--- config.mk ---
export PLATFORM = sky130hd
export DESIGN_NAME = cnfg_sr_ctrl
export DESIGN_NICKNAME = d
export VERILOG_FILES = /design/src/rtl/cnfg_sr_pkg.sv /design/src/rtl/cnfg_sr_tick.sv /design/src/rtl/cnfg_sr_ctrl.sv
export SDC_FILE = /design/constraint.sdc
export NUM_CORES = 1
export LEC_CHECK = 0
export BUFFER_PORTS_ARGS = -buffer_cell sky130_fd_sc_hd__buf_2
export CAP_MARGIN = 40
export CORE_MARGIN = 10
export CORE_UTILIZATION = 45
export CTS_CLUSTER_SIZE = 14
export DETAILED_ROUTE_END_ITERATION = 8
export GPL_ROUTABILITY_DRIVEN = 0
export PLACE_DENSITY = 0.68
export SYNTH_ARGS = -nofsm -noshare
export SYNTH_HDL_FRONTEND = slang
export SYNTH_SLANG_ARGS = --single-unit
--- constraint.sdc ---
create_clock -name clk -period 5.4 [get_ports clk]
set_clock_uncertainty 0.1 [all_clocks]
set_input_delay 0.27 -clock clk [delete_from_list [all_inputs] [get_ports clk]]
set_output_delay 0.27 -clock clk [all_outputs]
set_load 0.01 [all_outputs]
--- src/rtl/cnfg_sr_pkg.sv ---
// Shared types and default sizing for the configuration shift-register controller.
// Readback logic elsewhere is enabled by defining CNFG_SR_READBACK_EN.
package cnfg_sr_pkg;

   localparam int SR_LEN_DEF   = 64;
   localparam int CLK_DIV_DEF  = 2;
   localparam int LD_WIDTH_DEF = 2;

   typedef enum logic [1:0] {
      IDLE  = 2'd0,
      SHIFT = 2'd1,
      LOAD  = 2'd2,
      DONE  = 2'd3
   } state_t;

endpackage

--- src/rtl/cnfg_sr_tick.sv ---
// Phase timing for the chain clock: counts CLK_DIV cycles per sr_clk phase and
// strobes the last cycle of each low and high phase.
module cnfg_sr_tick #(
   parameter int CLK_DIV = 2
) (
   input  logic clk,
   input  logic rst_n,
   input  logic en,
   input  logic clr,
   output logic phase,
   output logic low_end,
   output logic high_end
);

   localparam int CW = (CLK_DIV > 1) ? $clog2(CLK_DIV) : 1;
   localparam logic [CW-1:0] LAST = CW'(CLK_DIV - 1);

   logic [CW-1:0] cnt;
   logic          ph;
   logic          last;

   always_ff @(posedge clk or negedge rst_n) begin
      if (!rst_n) begin
         cnt <= '0;
         ph  <= 1'b0;
      end else if (clr) begin
         cnt <= '0;
         ph  <= 1'b0;
      end else if (en) begin
         if (cnt == LAST) begin
            cnt <= '0;
            ph  <= ~ph;
         end else begin
            cnt <= cnt + CW'(1);
         end
      end
   end

   // A clear in the same cycle suppresses the strobes so an abort never advances a slot.
   assign last     = en && !clr && (cnt == LAST);
   assign phase    = ph;
   assign low_end  = last && !ph;
   assign high_end = last && ph;

endmodule

--- src/rtl/cnfg_sr_ctrl.sv ---
// Serial configuration-chain programmer: shifts a word out MSB first, pulses the
// latch enable, then reports done. CNFG_SR_READBACK_EN adds capture of the old chain contents.
module cnfg_sr_ctrl
   import cnfg_sr_pkg::*;
#(
   parameter int SR_LEN   = SR_LEN_DEF,
   parameter int CLK_DIV  = CLK_DIV_DEF,
   parameter int LD_WIDTH = LD_WIDTH_DEF
) (
   input  logic              clk,
   input  logic              rst_n,
   input  logic              start,
   input  logic              abort,
   input  logic [SR_LEN-1:0] data,
   output logic              busy,
   output logic              done,
   output logic              sr_clk,
   output logic              sr_si,
   output logic              sr_ld,
   input  logic              sr_so
`ifdef CNFG_SR_READBACK_EN
   ,
   output logic [SR_LEN-1:0] rb_data
`endif
);

   localparam int BW = $clog2(SR_LEN + 1);
   localparam int LW = (LD_WIDTH > 1) ? $clog2(LD_WIDTH) : 1;
   localparam logic [BW-1:0] BIT_LAST = BW'(SR_LEN - 1);
   localparam logic [LW-1:0] LD_LAST  = LW'(LD_WIDTH - 1);

   state_t            state_q;
   state_t            state_d;
   logic [BW-1:0]     bit_cnt;
   logic [LW-1:0]     ld_cnt;
   logic [SR_LEN-1:0] shadow;
   logic              shifting;
   logic              accept;
   logic              tick_clr;
   logic              phase;
   logic              low_end;
   logic              high_end;

   assign shifting = (state_q == SHIFT);
   assign accept   = (state_q == IDLE) && start && !abort;
   assign tick_clr = abort || !shifting;

   cnfg_sr_tick #(
      .CLK_DIV (CLK_DIV)
   ) u_tick (
      .clk      (clk),
      .rst_n    (rst_n),
      .en       (shifting),
      .clr      (tick_clr),
      .phase    (phase),
      .low_end  (low_end),
      .high_end (high_end)
   );

   always_comb begin
      state_d = state_q;
      case (state_q)
         IDLE: begin
            if (accept) state_d = SHIFT;
         end
         SHIFT: begin
            if (abort)                                  state_d = IDLE;
            else if (high_end && (bit_cnt == BIT_LAST)) state_d = LOAD;
         end
         LOAD: begin
            if (abort)                  state_d = IDLE;
            else if (ld_cnt == LD_LAST) state_d = DONE;
         end
         DONE: begin
            state_d = IDLE;
         end
         default: begin
            state_d = IDLE;
         end
      endcase
   end

   always_ff @(posedge clk or negedge rst_n) begin
      if (!rst_n) state_q <= IDLE;
      else        state_q <= state_d;
   end

   // Counters restart from zero on every exit from their state, so they cannot wrap mid-transfer.
   always_ff @(posedge clk or negedge rst_n) begin
      if (!rst_n) begin
         bit_cnt <= '0;
      end else if (!shifting || abort) begin
         bit_cnt <= '0;
      end else if (high_end) begin
         bit_cnt <= (bit_cnt == BIT_LAST) ? '0 : bit_cnt + BW'(1);
      end
   end

   always_ff @(posedge clk or negedge rst_n) begin
      if (!rst_n) begin
         ld_cnt <= '0;
      end else if ((state_q != LOAD) || abort) begin
         ld_cnt <= '0;
      end else if (ld_cnt != LD_LAST) begin
         ld_cnt <= ld_cnt + LW'(1);
      end
   end

   // Shadow advances at the end of the high phase, i.e. together with the sr_clk fall.
   always_ff @(posedge clk) begin
      if (accept) begin
         shadow <= data;
      end else if (shifting && high_end) begin
         shadow <= {shadow[SR_LEN-2:0], 1'b0};
      end
   end

   assign busy   = (state_q != IDLE);
   assign done   = (state_q == DONE);
   assign sr_ld  = (state_q == LOAD);
   assign sr_clk = shifting && phase;
   assign sr_si  = shifting && shadow[SR_LEN-1];

`ifdef CNFG_SR_READBACK_EN
   logic [SR_LEN-1:0] rb_sr;

   // Sampled just before the rising edge, so the first bit captured is the chain's old MSB.
   always_ff @(posedge clk) begin
      if (low_end) rb_sr <= {rb_sr[SR_LEN-2:0], sr_so};
   end

   always_ff @(posedge clk or negedge rst_n) begin
      if (!rst_n)               rb_data <= '0;
      else if (state_q == DONE) rb_data <= rb_sr;
   end
`else
   logic unused_so;
   assign unused_so = sr_so;
`endif

endmodule
==> results of run 1 <==
## final timing paths
path,cells after the start,endpoint
setup / recovery,4,shadow[39]
hold / removal,2,ld_cnt
setup reg to reg,4,shadow[39]
hold reg to reg,1,bit_cnt[5]
max in group asynchronous,2,bit_cnt[6]
min in group asynchronous,2,bit_cnt[4]
## power by group through the flow
stage	combinational (mW)	sequential (mW)	clock, mW
finish	0.0963	0.680	0.400
detailed placement	0.0984	0.693	0
CTS	0.0994	0.680	0.420
floorplan	0.0697	0.691	0
global placement	0.0961	0.692	0
global route	0.108	0.683	0.438
## final cells by class
type | instances | area [µm²]
fill | 649 | 3300
sequential | 76 | 2220
multi-input combinational | 110 | 1030
timing repair buffer | 75 | 385
clock buffer | 9 | 124
tap | 99 | 124
clock inverter | 7 | 57.6
inverter | 1 | 3.75
## registers in the layout, summed over array words and instances, names as in the netlist
signal	cells
shadow	64
bit_cnt	7
state_q	2
ld_cnt	1
u_tick.cnt	1
u_tick.phase	1
## routing by layer
metal	vias up	routed length, µm
met5	-	0
met4	0	44
met3	4	556
met2	67	2650
met1	928	2590
li1	910	-
## cells by family after synthesis
logic type	Yosys count	share of synthesized area, %
compound gates	16	3.42
xor+xnor	2	0.521
fa+ha+maj	1	0.372
buf+inv	10	3.76
flops	76	66.0
mux	64	21.4
simple gates	27	4.50
## per-stage QoR
stage          cells  hold slack (ns)  setup slack, ns
5_1_grt          377           0.0649             2.56
6_report         377           0.0805             2.78
3_5_place_dp     360           0.0623             2.77
3_3_place_gp     360           0.0587             2.79
2_1_floorplan    196           -0.126             1.02
4_1_cts          377           0.0606             2.76
## critical path: cells and delay by family, from the launching register on
| family | cells | cell delay [ns] |
|---|---|---|
| DFF | 1 | 0.44 |
| AOI/OAI and AO/OA | 1 | 0.62 |
| buffers and inverters | 1 | 0.58 |
| and+or+nand+nor | 2 | 0.48 |
## timing repair
item,CTS,global route
hold buffers,1,0
endpoints found under the hold margin,12,0
setup endpoints to repair,0,0
## cells in the mapped netlist, drive strengths merged
master	n	area share, %
edfxtp	64	57
mux2	63	21
dfrtp	12	8.9
buf	8	3.5
nand2	6	0.67
nor2	5	0.56
a21oi	4	0.60
and2	3	0.56
a311oi	2	0.52
and3b	2	0.52
nand3	2	0.30
nor2b	2	0.37
o211ai	2	0.45
o21ai	2	0.30
a41o	1	0.30
a41oi	1	0.26
and3	1	0.19
clkbuf	1	0.11
ha	1	0.37
inv	1	0.11
mux2i	1	0.30
nand2b	1	0.19
nand4	1	0.19
nor3	1	0.15
nor3b	1	0.37
o2111a	1	0.33
o21bai	1	0.22
o22ai	1	0.19
o32ai	1	0.26
or2	1	0.26
or3	1	0.19
xnor2	1	0.26
xor2	1	0.26
==> flow_metrics.tcl, run 1 <==
set metrics [dict create \
    vdd_drop_max_mv 0.216 \
    p_comb_share_pct 8.2 \
    p_sw_mw 0.246 \
    placed_area_um2 3760 \
    critPathLaunchType "flop" \
    worst_pin_slew_ns 0.789 \
    status "complete, no violations" \
    cp.arrival_ns 2.50 \
    fin_util_pct 54.5 \
    clkPwrFrac_pct 34.0 \
    fin_nets 343 \
    path_class "flop to flop" \
    clockBufferDepth 2 \
    use_met2_pct 16.0 \
    ys_warn_count 0 \
    first_global_vias 1986 \
    diodes 0 \
    grt_pass1_wl_um 9580 \
    io_pins 74 \
    totalPowerFinal_mw 1.18 \
    die_y_um 106 \
    cp_max_fo 43 \
    worst_setup_path_end_kind "flop" \
    area_delta_synth_final_pct 17.4 \
    die-area_um2 11300 \
    via_per_inst 5.06 \
    relSlewSlack_pct 47.4 \
    initial_core_util_pct 46.4 \
    cts_buffers 9 \
    r2r_slack_ns 2.78 \
    layout_commonest_cell "buf_2" \
    wl_per_cell_um 15.5 \
    cts.repair.resized 0 \
    mostFrequentLayoutCells "buf_2, edfxtp_1, mux2_1" \
    cts_tree "built" \
    vias 1909 \
    fin_crit_ns 2.62 \
    cts_setup_buffers 0 \
    layout-drive-gt1-share_pct 37.4 \
    rr_startpoint "state_q[1]" \
    syn_area_um2 3360 \
    coreArea_um2 7250 \
    ant_nets 0 \
    hold_viol 0 \
    hp-start "abort" \
    dp_hpwl_um 4070 \
    cts.sinks 76 \
    postLayoutCellArea_um2 3950 \
    yosysSeqAreaShare_pct 66.0 \
    dr.pass1.iters 4 \
    antenna_found_initial 0 \
    drc 0 \
    grtUsageTotal_pct 10.7 \
    crit_required_ns 5.28 \
    switching_share_pct 21.0 \
    grt_max_degree 65 \
    gr-max-usage-layer "met2" \
    drt_first_iter_violations 46 \
    fmax_mhz 381 \
    htreeDepth 3 \
    p_per_area_nw_per_um2 298 \
    drv_slew 0 \
    syn-num-nets 266 \
    rows 31 \
    sequentialPowerShare_pct 57.8 \
    maxCapViolCount 0 \
    totalWireLength_um 5840 \
    use_met3_pct 6.22 \
    timing.critical_path.from "state_q[1]" \
    worstPathCellList "nor2_1 -> nand2_1 -> o21bai_4 -> buf_4" \
    synth.avg_cell_area_um2 17.2 \
    gr-usage-met1_pct 12.4 \
    rsz0062_at_grt "no" \
    power.internal_mw 0.929 \
    synthCells 196 \
    p_leak_nw 1.49 \
    synth_cell_types 36 \
    clk_pin_slew_ns 0.07 \
    clock-root-buffer "clkbuf_8" \
    die_w_um 106 \
    setup_tns_ns 0 \
    clk_latency_ns 0.34 \
    hold_class "input port to flop" \
    grt-ovfl-total 0 \
    slowest_delay_ns 0.62 \
    fin_crit_sh_pct 48.6 \
    finalSetupViolations 0 \
    critPathSlowestCell "o21bai_4" \
    ys_ff_latch 76 \
    numPortBuffers 72 \
]
No activity file was read; power rests on OpenSTA's default activity.
==> inputs of run 2 (changes only) <==
- clock period: 5.4 -> 2.49 ns (I/O delays scaled with it)
==> flow_metrics.tcl, run 2 (synthesis gave the netlist of run 1 again) <==
set metrics [dict create \
    status "complete, no violations" \
    hold_class "input port to flop" \
    finalSetupViolations 0 \
    totalWireLength_um 6770 \
    first_global_vias 2341 \
    ant_nets 0 \
    clk_pin_slew_ns 0.08 \
    die_y_um 106 \
    rsz0062_at_grt "no" \
    vias 2119 \
    p_sw_mw 0.622 \
    largest-register "shadow" \
    die-area_um2 11300 \
    sequentialPowerShare_pct 55.7 \
    relSlewSlack_pct 74.1 \
    placed_area_um2 3820 \
    dp_hpwl_um 4170 \
    fin_crit_ns 2.12 \
    fin_nets 409 \
    setup_tns_ns 0 \
    clockBufferDepth 2 \
    reg.largest.list "shadow x64, bit_cnt x7, state_q x2" \
    initial_core_util_pct 46.4 \
    postLayoutCellArea_um2 4660 \
    numPortBuffers 72 \
    worst_slack_ns 0.366 \
    htreeDepth 3 \
    place_inst 362 \
    layout-drive-gt1-share_pct 32.0 \
    drc 0 \
    pre_cts_slack_ns 0.364 \
    cp.arrival_ns 2.11 \
    drv_slew 0 \
    maxCapViolCount 0 \
    rows 31 \
    largest_reg_flops 64 \
    mostFrequentLayoutCells "buf_2, dlygate4sd3_1, edfxtp_1" \
    vdd_drop_max_mv 0.379 \
    p_leak_nw 1.78 \
    hold_ws_ns 0.00956 \
    crit_required_ns 2.48 \
    stdcell_count 443 \
    fillCellCount 546 \
    power.internal_mw 2.02 \
    worst_setup_path_end_kind "flop" \
    hold_viol 0 \
    grt-ovfl-total 0 \
    drt_first_iter_violations 95 \
    critPathLaunchType "flop" \
    diodes 0 \
    p_comb_share_pct 11.6 \
    antenna_found_initial 0 \
    coreArea_um2 7250 \
    wl_per_cell_um 15.3 \
    fin_crit_sh_pct 85.3 \
    worst_pin_slew_ns 0.388 \
    switching_share_pct 23.5 \
    grtUsageTotal_pct 12.4 \
    clk_latency_ns 0.34 \
    cts.sinks 76 \
    dr.pass1.iters 4 \
    clock-root-buffer "clkbuf_8" \
    clkPwrFrac_pct 32.7 \
    cts_tree "built" \
    cp_max_fo 35 \
    grt_pass1_wl_um 11300 \
    p_per_area_nw_per_um2 568 \
    area_delta_synth_final_pct 38.4 \
    layout_commonest_cell "buf_2" \
    io_pins 74 \
    via_per_inst 4.78 \
    path_class "flop to flop" \
    die_w_um 106 \
    cts_buffers 9 \
    fmax_mhz 471 \
    grt_max_degree 37 \
]
## run 2: changes by cell type in the layout (fill, tap and decap cells not counted)
| cell | previous run | this run |
|---|---|---|
| inv_6 | 0 | 3 |
| clkinvlp_4 | 1 | 2 |
| inv_8 | 0 | 1 |
| dlygate4sd3_1 | 1 | 65 |
| buf_4 | 2 | 0 |
| bufinv_16 | 1 | 0 |
| clkinv_1 | 4 | 0 |
| buf_12 | 0 | 4 |
## run 2: path summary, 6_finish.rpt
kind | from | endpoint | slack (ns) | cells past startpoint
worst max-delay path | state_q[0] | shadow[62] | 0.37 | 4
worst min-delay path | data[62] | shadow[62] | 0.01 | 2
worst max register to register | state_q[0] | shadow[62] | 0.37 | 4
worst min register to register | shadow[5] | shadow[6] | 0.42 | 1
max in group asynchronous | rst_n | bit_cnt[4] | 1.99 | 2
min in group asynchronous | rst_n | state_q[0] | 0.08 | 2
## run 2: power groups by stage
stage	Sequential, mW	Combinational, mW	Clock (mW)
floorplan	1.49	0.153	0
global placement	1.50	0.226	0
detailed placement	1.50	0.230	0
CTS	1.47	0.309	0.895
global route	1.48	0.337	0.942
finish	1.47	0.306	0.865
## run 2: per-layer routing
metal	track usage, %	routed length [µm]	up-vias
met4	5.42	91	0
met3	3.99	381	8
met5	0	0	-
li1	-	-	1050
met1	14.8	2920	1008
met2	19.9	3370	53
## run 2: metrics by stage
stage	total power, mW	utilization [%]
2_1_floorplan	1.65	-
3_3_place_gp	1.73	52.7
3_5_place_dp	1.73	52.7
4_1_cts	2.68	64.2
5_1_grt	2.76	64.2
6_report	2.64	64.2
## run 2: worst max-delay path, cell delays in order, from the launching register on
cell     delay, ns
dfrtp_1       0.47
or2_4         0.27
nor3b_4       0.38
buf_12        0.26
mux2_1        0.36
## run 2: cell type report
type / instances / area (µm²) / area share, %
Clock inverter: 7 / 57.6 / 1.24
Multi-Input combinational cell: 110 / 1030 / 22.2
Clock buffer: 9 / 124 / 2.66
Timing Repair Buffer: 141 / 1090 / 23.4
Tap cell: 99 / 124 / 2.66
Sequential cell: 76 / 2220 / 47.7
Inverter: 1 / 3.75 / 0.0806
## run 2: what timing repair did
action	CTS	global route
hold endpoints to repair	77	0
gates resized for setup	0	0
hold buffers	65	0
buffers inserted	0	0
endpoints found under the setup margin	0	0
